==> src/rtl/uart_cmd_parser.sv <==
// Framed command parser behind a UART receiver: HDR0 HDR1 CMD D0..D3 [CHK].
// Define UART_CMD_CHECKSUM_EN to require and verify a trailing checksum byte.
module uart_cmd_parser #(
    parameter logic [7:0] HDR0         = 8'hAB,
    parameter logic [7:0] HDR1         = 8'hBA,
    parameter int         TIMEOUT_CLKS = 8680
) (
    input  logic        clk,
    input  logic        rst,
    input  logic        i_rx_dv,
    input  logic [7:0]  i_rx_byte,
    output logic        o_cmd_dv,
    output logic [7:0]  o_cmd,
    output logic [31:0] o_data,
    output logic        o_chk_err,
    output logic        o_timeout,
    output logic        o_busy
);
    localparam int GW = $clog2(TIMEOUT_CLKS + 1);
    localparam logic [GW-1:0] TO_LAST = GW'(TIMEOUT_CLKS - 1);
    localparam logic [GW-1:0] GAP_ONE = {{(GW-1){1'b0}}, 1'b1};

    typedef enum logic [2:0] {
        S_IDLE,
        S_GOT_HDR0,
        S_CMD,
`ifdef UART_CMD_CHECKSUM_EN
        S_CHK,
`endif
        S_DATA
    } state_t;

    state_t        r_state, w_state_nx;
    logic [7:0]    r_cmd_sh, w_cmd_sh_nx;
    logic [31:0]   r_data_sh, w_data_sh_nx;
    logic [1:0]    r_cnt, w_cnt_nx;
    logic [GW-1:0] r_gap;
    logic          r_cmd_dv, r_timeout;
    logic [7:0]    r_cmd;
    logic [31:0]   r_data;
    logic          w_accept, w_timeout;
`ifdef UART_CMD_CHECKSUM_EN
    logic          r_chk_err, w_chk_err;
    logic [7:0]    w_sum;

    assign w_sum = r_cmd_sh + r_data_sh[31:24] + r_data_sh[23:16]
                 + r_data_sh[15:8] + r_data_sh[7:0];
`endif

    always_comb begin
        w_state_nx   = r_state;
        w_cmd_sh_nx  = r_cmd_sh;
        w_data_sh_nx = r_data_sh;
        w_cnt_nx     = r_cnt;
        w_accept     = 1'b0;
        w_timeout    = 1'b0;
`ifdef UART_CMD_CHECKSUM_EN
        w_chk_err    = 1'b0;
`endif
        if (i_rx_dv) begin
            case (r_state)
                S_IDLE: begin
                    if (i_rx_byte == HDR0) w_state_nx = S_GOT_HDR0;
                end
                S_GOT_HDR0: begin
                    if (i_rx_byte == HDR1)      w_state_nx = S_CMD;
                    else if (i_rx_byte != HDR0) w_state_nx = S_IDLE;
                end
                S_CMD: begin
                    w_cmd_sh_nx = i_rx_byte;
                    w_cnt_nx    = 2'd0;
                    w_state_nx  = S_DATA;
                end
                S_DATA: begin
                    w_data_sh_nx = {r_data_sh[23:0], i_rx_byte};
                    w_cnt_nx     = r_cnt + 2'd1;
                    if (r_cnt == 2'd3) begin
`ifdef UART_CMD_CHECKSUM_EN
                        w_state_nx = S_CHK;
`else
                        w_state_nx = S_IDLE;
                        w_accept   = 1'b1;
`endif
                    end
                end
`ifdef UART_CMD_CHECKSUM_EN
                S_CHK: begin
                    w_state_nx = S_IDLE;
                    if (i_rx_byte == w_sum) w_accept  = 1'b1;
                    else                    w_chk_err = 1'b1;
                end
`endif
                default: w_state_nx = S_IDLE;
            endcase
        end else if (r_state != S_IDLE && r_gap == TO_LAST) begin
            // A byte arriving in the same cycle wins, hence the else-branch.
            w_state_nx = S_IDLE;
            w_timeout  = 1'b1;
        end
    end

    always_ff @(posedge clk or posedge rst) begin
        if (rst) begin
            r_state   <= S_IDLE;
            r_cmd_sh  <= 8'd0;
            r_data_sh <= 32'd0;
            r_cnt     <= 2'd0;
            r_gap     <= '0;
            r_cmd_dv  <= 1'b0;
            r_timeout <= 1'b0;
            r_cmd     <= 8'd0;
            r_data    <= 32'd0;
        end else begin
            r_state   <= w_state_nx;
            r_cmd_sh  <= w_cmd_sh_nx;
            r_data_sh <= w_data_sh_nx;
            r_cnt     <= w_cnt_nx;
            r_cmd_dv  <= w_accept;
            r_timeout <= w_timeout;
            if (i_rx_dv || r_state == S_IDLE) r_gap <= '0;
            else                              r_gap <= r_gap + GAP_ONE;
            if (w_accept) begin
                r_cmd  <= w_cmd_sh_nx;
                r_data <= w_data_sh_nx;
            end
        end
    end

`ifdef UART_CMD_CHECKSUM_EN
    always_ff @(posedge clk or posedge rst) begin
        if (rst) r_chk_err <= 1'b0;
        else     r_chk_err <= w_chk_err;
    end
    assign o_chk_err = r_chk_err;
`else
    assign o_chk_err = 1'b0;
`endif

    assign o_cmd_dv  = r_cmd_dv;
    assign o_cmd     = r_cmd;
    assign o_data    = r_data;
    assign o_timeout = r_timeout;
    assign o_busy    = (r_state != S_IDLE);
endmodule

==> config.mk <==
export PLATFORM = sky130hd
export DESIGN_NAME = uart_cmd_parser
export DESIGN_NICKNAME = d
export VERILOG_FILES = /design/src/rtl/uart_cmd_parser.sv
export SDC_FILE = /design/constraint.sdc
export NUM_CORES = 1
export LEC_CHECK = 0
export CORE_MARGIN = 2
export CORE_UTILIZATION = 40
export CTS_CLUSTER_DIAMETER = 60
export DETAILED_ROUTE_END_ITERATION = 10
export PLACE_DENSITY = 0.71
export SYNTH_ARGS = -nofsm -noshare
export SYNTH_HDL_FRONTEND = slang
export SYNTH_SLANG_ARGS = --single-unit
==> constraint.sdc <==
create_clock -name clk -period 3.83 [get_ports clk]
set_input_delay 0.383 -clock clk [delete_from_list [all_inputs] [get_ports clk]]
set_output_delay 0.383 -clock clk [all_outputs]
set_load 0.03 [all_outputs]
After elaboration in Yosys (flattened, before gate mapping)
Cells that the tools add are included.

Bits in registers: 101. Input bits: 11. Output and inout port bits: 44. Word-level logic and storage cells: 48.

Add/subtract/negate cells: 2. Equal/unequal tests: 11. Mux-type cells: 18. Reductions and logical operators: 8.

Operators by type and width (count): $mux W32 (2); $mux W3 (6); $eq A8 B8 Y1 const B (2); $mux W8 (2); $add A14 B1 Y14 const B (1); $eq A14 B14 Y1 const B (1); $mux W14 (1); $pmux W3 S4 (1); $ne A8 B8 Y1 const B (1); $eq A3 B2 Y1 const B (2); $ne A3 B3 Y1 const B (2); $mux W1 (5); $ne A4 B4 Y1 const B (1); $pmux W2 S2 (1); $reduce_and A4 Y1 (1); $reduce_bool A2 Y1 (2); $eq A3 B1 Y1 const B (1); $logic_not A3 Y1 (1); $reduce_bool A3 Y1 (1); $add A2 B1 Y2 const B (1); $eq A2 B2 Y1 const B (1); $reduce_and A2 Y1 (1); $logic_and A1 B1 Y1 (1); $logic_or A1 B1 Y1 (1).

Logic depth before layout (Yosys ltp)
Gate-level depths: netlist of the first run.

Depth in word-level cells: 5. Gate-level depth with buffers: 7. Gate-level depth less buffers: 5.

Least setup slack after synthesis of the first run
OpenSTA, ideal clock, no wires.

Path type: register to register. Start point: reg r_state[0]. End point: reg r_cmd[4] (netlist: o_cmd[4]). Library setup time: 0.125 ns. Data arrival time: 1.416 ns. Slack: 2.290 ns. Cell stages (with the launch flop): 6. Clock period less this slack: 1.540 ns. Cells stage by stage: dfrtp_1 > clkbuf_1 > or2_1 > buf_6 > mux2_4 > mux2_2.

Longest elaborated chain between the ends: 3. Elaborated cells on any way between the ends: 6.

Ends and longest elaborated chain: from (decl) (RTL line 33) `state_t r_state, w_state_nx;`; from (signal assigned) (RTL line 114) `r_state <= w_state_nx;`; $eq A3 B2 Y1 (RTL line 61) `case (r_state)`; $mux W8 (RTL line 61); $mux W8 (RTL line 60) `if (i_rx_dv) begin`; net w_cmd_sh_nx[4] (RTL line 34) `logic [7:0] r_cmd_sh, w_cmd_sh_nx;`; to (signal assigned) (RTL line 123) `r_cmd <= w_cmd_sh_nx;`; to (decl) (RTL line 39) `logic [7:0] r_cmd;`.

The timed path passes the listed nets, and every way through them passes these cells. A chain may end at the register's enable or synchronous reset.

Worst setup path after layout of the first run
Start point: in i_rx_dv. End point: reg r_data_sh[16].

Longest elaborated chain between the ends: 1.

Ends and longest elaborated chain: from (decl) (RTL line 10) `input logic i_rx_dv,`; $mux W32 (RTL line 60); net w_data_sh_nx[16] (RTL line 35) `logic [31:0] r_data_sh, w_data_sh_nx;`; to (signal assigned) (RTL line 116) `r_data_sh <= w_data_sh_nx;`; to (decl) (RTL line 35).

The timed path passes the listed nets, and every way through them passes these cells.

==> results of run 1 <==
[metrics by stage]
| stage | cell area (sq um) | util, % |
|---|---|---|
| 6_report | 4560 | 50.0 |
| 5_1_grt | 4560 | 50.0 |
| 4_1_cts | 4560 | 50.0 |
| 3_5_place_dp | 4340 | 47.6 |
| 3_3_place_gp | 4340 | 47.6 |
| 2_1_floorplan | 3720 | - |
[worst max-delay path: cells and delay by family]
family / cells / cell delay (ns)
simple gates: 1 / 0.83
mux: 1 / 0.60
buf+inv: 1 / 0.59
[sequential cells by signal, summed over array words and instances (netlist names)]
signal     count
o_data        32
r_data_sh     24
r_gap         14
o_cmd          8
r_cmd_sh       8
r_cnt          2
r_state        2
o_cmd_dv       1
o_timeout      1
[power by group through the flow]
stage / clock network (W) / registers, W / logic, W
floorplan: 0 / 0.000991 / 0.0000200
global placement: 0 / 0.000991 / 0.0000438
detailed placement: 0 / 0.000991 / 0.0000447
CTS: 0.000738 / 0.000972 / 0.0000446
global route: 0.000777 / 0.000972 / 0.0000489
finish: 0.000720 / 0.000971 / 0.0000431
[worst paths after layout]
check                      slack (ns)  cells after the start             to       start
setup / recovery                 1.64                      3  r_data_sh[16]     i_rx_dv
hold / removal                   0.46                      1       r_gap[0]    r_gap[0]
setup reg to reg                 1.81                      2  r_data_sh[16]  r_state[1]
hold reg to reg                  0.46                      1       r_gap[0]    r_gap[0]
max in group asynchronous        2.67                      3     o_data[29]         rst
min in group asynchronous        0.47                      2       r_gap[5]         rst
[cell type report]
class	count	share of cell area, %
clock inverter	6	2.06
tap	111	3.05
timing repair buffer	55	12.2
sequential	92	50.5
multi-input combinational	210	28.9
clock buffer	10	2.80
inverter	5	0.439
[logic make-up (layout without fill, tap and decap cells)]
kind of cell / count (synthesis) / count (layout) / synth area share, %
xor gates and xnor gates: 9 / 9 / 2.12
muxes: 40 / 40 / 13.6
and+or+nand+nor: 147 / 147 / 17.1
other: 1 / 1 / 0.101
adders and majority gates: 2 / 2 / 0.673
AOI/OAI and AO/OA: 11 / 11 / 1.78
buffers and inverters: 19 / 76 / 2.72
DFF: 92 / 92 / 61.9
[routing by layer]
metal  routed length, um  vias up  part of all wire [%]  GRT usage (%)
li1                    -     1162                     -              -
met3                 344        9                   4.9           4.18
met5                   0        -                     0              0
met4                  85        0                   1.2           4.74
met1                3440     1192                    49           22.0
met2                3090       57                    44           22.7
[placed cells by master, fill, tap and decap left out, types with 2 or more instances in the layout]
master / Yosys / layout
clkbuf_8: 0 / 9
nor2_1: 13 / 13
nand2_1: 104 / 104
inv_1: 4 / 3
dfrtp_1: 92 / 92
a21oi_1: 4 / 4
nor3_1: 4 / 4
or3_1: 2 / 2
mux2_2: 25 / 25
o21ai_0: 4 / 4
xnor2_1: 5 / 5
clkdlybuf4s50_1: 0 / 53
inv_6: 0 / 2
and4_1: 2 / 2
nor2b_1: 2 / 2
bufinv_16: 0 / 2
nand4_1: 6 / 6
ha_1: 2 / 2
nand3_1: 5 / 5
a211o_1: 2 / 2
mux2_4: 15 / 15
xor2_1: 4 / 4
==> metrics.yaml, run 1 <==
timing:
  rsz0062_at_grt: "false"
  drv_slew: 0
  slew_headroom_pct: 23.7
  fmax_mhz: 458
  tns_ns: 0
  setup_viol: 0
  period_minus_slack_ns: 2.19
  hold_violations: 0
  post-route-period-util_pct: 57.1
  fin_ws_ns: 1.64
  finalClockSkew_ns: 0.0115
  worst_pin_slew_ns: 1.14
  hold-worst-slack_ns: 0.458
yosys:
  syn_nets: 334
  ys_ff_latch: 92
  ys_types: 34
  syn_area_sq_um: 3720
  netlist.area_leader.share_pct: 61.9
  yosysMostFrequentCell: "nand2_1"
  ys_seq_area_share_pct: 61.9
  syn_avg_cell_area_sq_um: 11.6
  async_flop_share_pct: 100
  ys_top_cells_by_count: "104 x nand2_1, 92 x dfrtp_1, 25 x mux2_2, 15 x mux2_4, 13 x nor2_1"
  yosys-top-cells-area: "dfrtp_1 62%, nand2_1 10%, mux2_2 7.6%"
  synth-edff-count: 0
  synthCells: 321
  yosys.area.top_type: "dfrtp_1"
  yosysWarnings: 0
  ys.flop_type: "dfrtp_1"
power_and_ir_drop:
  clkPwrFrac_pct: 41.5
  ir_drop_v: 0.000267
  power_frac_comb_pct: 2.5
  power_density_nw_per_um2: 381
  leakage_nw: 2.26
  p_sw_share_pct: 21.6
  power_w: 0.00173
  switching_power_w: 0.000375
  intPower_w: 0.00136
  seqPwrFrac_pct: 56.0
cts:
  clockBufferDepth: 2
  post_cts_buffers: 0
  numCtsBuffers: 9
  clock_latency_ns: 0.35
  h-tree-depth: 3
  cts_resized: 0
  clock_sinks: 92
  cts_tree: "done"
  ctsHoldBuffers: 0
  cts-root-buf: "clkbuf_8"
  clk_pin_slew_ns: 0.09
place:
  pre_cts_ws_ns: 1.29
  dpl.hpwl_um: 4590
  place.gp.congestion: 0.754
  io_buffers: 53
  dp.cells: 473
route:
  wl_per_cell_um: 14.2
  drc: 0
  drtIter0Drc: 126
  wl_um: 6960
  firstDrtPassIters: 4
  vias: 2420
  ant_nets: 0
  viasPerCell: 4.95
worst_setup_path:
  crit_chain: "clkdlybuf4s50_1, nand3_1, mux2_2"
  cp_slowest_cell: "nand3_1"
  worst_setup_path_end_kind: "register"
  critPathMaxStageDelay_ns: 0.83
  critPathRequiredTime_ns: 4.06
  arrival_ns: 2.42
  path_max_fanout: 25
  worstSetupPathType: "input port to register"
  critPathLaunchType: "input port"
global_route:
  grt_overflow: 0
  grt_max_degree: 50
  grt_pass1_vias: 2457
  antenna_found_initial: 0
  grt_pass1_wl_um: 12200
  groute.usage.overall_pct: 15.3
final_layout:
  num_antenna_cells: 0
  drive_gt1_share_pct: 16.7
  nNetsFinal: 386
  register_area_sq_um: 2300
  area_growth_pct: 22.5
  finalNonFillerCells: 489
  num-fill-cells: 818
  multi_input_area_sq_um: 1320
floorplanning:
  start_util_pct: 40.8
  dieArea_sq_um: 10100
  die_x_um: 100
  ios: 55
  die_h_um: 100
  core_sq_um: 9110
  rows: 35
run_status:
  status: "completed"
worst_hold_path:
  worstHoldPathType: "register to register"
run:
  max_cap_viol_count: 0
Note: power is estimated with default switching activity, not from simulation.
==> inputs of run 2 (changes only) <==
clock period = 2.1 ns   (was 3.83 ns; I/O delays follow)
==> run 2 against run 1 <==
Flip-flop and latch count did not move. Combinational power is 86% higher. Die area stayed put. Cell count increased by 0.82%. First-iteration DRC count increased by 18%. Setup slack worse by 1.5 ns. Clock skew shrank 0.0038 ns. Count of clock-buffer cells in the layout is the same. Sequential share of layout area fell by 0.17 points. Design area is 0.33% higher. Worst hold slack got worse by 0.14 ns. Critical path type is now register to output port. Critical endpoint is now o_busy. Highest routed layer unchanged.
==> metrics.yaml, run 2 (synthesis gave the netlist of run 1 again) <==
global_route:
  antenna_found_initial: 0  # unchanged
  grt_pass1_wl_um: 11900  # was 12200 um
  grt_max_degree: 93  # was 50
  grt_overflow: 0  # unchanged
  groute.usage.overall_pct: 15.0  # was 15.3%
  grt_pass1_vias: 2361  # was 2457
cts:
  numCtsBuffers: 9  # unchanged
  ctsHoldBuffers: 0  # unchanged
  cts_resized: 0  # unchanged
  cts-root-buf: "clkbuf_8"  # unchanged
  clock_latency_ns: 0.35  # about the same
  clockBufferDepth: 2  # unchanged
  post_cts_buffers: 0  # unchanged
  cts_tree: "done"  # unchanged
  clock_sinks: 92  # unchanged
  h-tree-depth: 3  # unchanged
  clk_pin_slew_ns: 0.09  # about the same
worst_setup_path:
  cp_slowest_cell: "clkdlybuf4s50_1"  # was nand3_1
  reg2regPathDepth: 4  # was 2
  crit_chain: "or2_2, clkdlybuf4s50_1"  # was clkdlybuf4s50_1, nand3_1, mux2_2
  worstSetupPathType: "register to output port"  # was input port to register
  critPathLaunchType: "register"  # was input port
  arrival_ns: 1.75  # was 2.42 ns
  path_max_fanout: 6  # was 25
  worst_setup_path_end_kind: "output port"  # was register
  critPathMaxStageDelay_ns: 0.61  # was 0.83 ns
  critPathRequiredTime_ns: 1.89  # was 4.06 ns
floorplanning:
  start_util_pct: 40.8  # unchanged
  rows: 35  # unchanged
  die_x_um: 100  # unchanged
  dieArea_sq_um: 10100  # unchanged
  core_sq_um: 9110  # unchanged
  ios: 55  # unchanged
  die_h_um: 100  # unchanged
place:
  place.gp.congestion: 0.824  # was 0.754
  io_buffers: 53  # unchanged
  dpl.hpwl_um: 4590  # about the same
  dp.cells: 477  # was 473
route:
  ant_nets: 0  # unchanged
  wl_um: 6940  # was 6960 um
  viasPerCell: 4.85  # was 4.95
  vias: 2390  # was 2420
  wl_per_cell_um: 14.1  # was 14.2 um
  firstDrtPassIters: 4  # unchanged
  drtIter0Drc: 149  # was 126
  drc: 0  # unchanged
worst_hold_path:
  worstHoldPathType: "input port to async pin"  # was register to register
timing:
  drv_slew: 0  # unchanged
  fmax_mhz: 510
  slew_headroom_pct: 64.0  # was 23.7%
  setup_viol: 0  # unchanged
  post-route-period-util_pct: 93.4
  tns_ns: 0  # unchanged
  hold_violations: 0  # unchanged
  worst_pin_slew_ns: 0.540  # was 1.14 ns
  rsz0062_at_grt: "false"  # unchanged
  period_minus_slack_ns: 1.96
  finalClockSkew_ns: 0.00765  # was 0.0115 ns
final_layout:
  mostFrequentLayoutCells: "104 x nand2_1, 92 x dfrtp_1, 53 x clkdlybuf4s50_1"  # unchanged
  final_common_cell: "nand2_1"  # unchanged
  nNetsFinal: 390  # was 386
  largest_register_ff_count: 32  # unchanged
  finalNonFillerCells: 493  # was 489
  drive_gt1_share_pct: 17.5  # was 16.7%
  area_growth_pct: 22.9  # was 22.5%
  num_antenna_cells: 0  # unchanged
run_status:
  status: "completed"  # unchanged
power_and_ir_drop:
  power_density_nw_per_um2: 657  # was 381 nW/um^2
  ir_drop_v: 0.000327  # was 0.000267 V
  leakage_nw: 2.26  # about the same
run:
  max_cap_viol_count: 0  # unchanged
-- run 2: cell types whose count changed in the layout (fill, tap and decap cells not counted), sizes merged --
cell / change
bufinv: -1
buf: +4
clkinvlp: +2
inv: -1
-- run 2: per-layer routing --
metal  up-vias  wire length, um  global-route usage [%]
li1       1161                -                       -
met3         8              333                    3.69
met1      1175             3390                    21.7
met5         -                0                       0
met4         0               93                    6.01
met2        46             3120                    21.6
-- run 2: critical path: cells and delay by family (launching register included) --
kind	cells	cell delay, ns
buf+inv	1	0.61
flops	1	0.46
simple gates	1	0.33
-- run 2: path summary, 6_finish.rpt --
kind	endpoint	start	slack, ns
worst max-delay path	o_busy	r_state[1]	0.14
worst min-delay path	r_gap[5]	rst	0.32
worst max register to register	o_cmd[4]	r_state[1]	0.35
worst min register to register	o_data[25]	r_data_sh[17]	0.47
max in group asynchronous	o_data[5]	rst	1.39
min in group clk	o_data[25]	r_data_sh[17]	0.47
-- run 2: cell type report --
type                       count  area, sq um
fill                         840         4540
sequential                    92         2300
multi-input combinational    210         1320
timing repair buffer          59          601
tap                          111          139
clock buffer                  10          128
clock inverter                 6         63.8
inverter                       5         22.5
-- run 2: metrics by stage --
stage                     cell area, sq um  power [W]  setup slack, ns  hold slack [ns]  utilization, %
after floorplan                       3720    0.00184            0.560            0.315               -
after global placement                4380    0.00189            0.163            0.445            48.1
after detailed placement              4380    0.00189            0.140            0.445            48.1
after CTS                             4570    0.00305            0.116            0.364            50.2
after global routing                  4570    0.00312           0.0945            0.368            50.2
final                                 4570    0.00301            0.140            0.318            50.2
-- run 2: where the power goes --
part	internal (W)	total [W]	leakage [nW]	switching [W]
registers	0.00177	0.00177	1.29	0.000000687
clock network	0.000551	0.00115	0.0927	0.000603
logic	0.0000270	0.0000800	0.885	0.0000530
total	0.00235	0.00301	2.26	0.000657
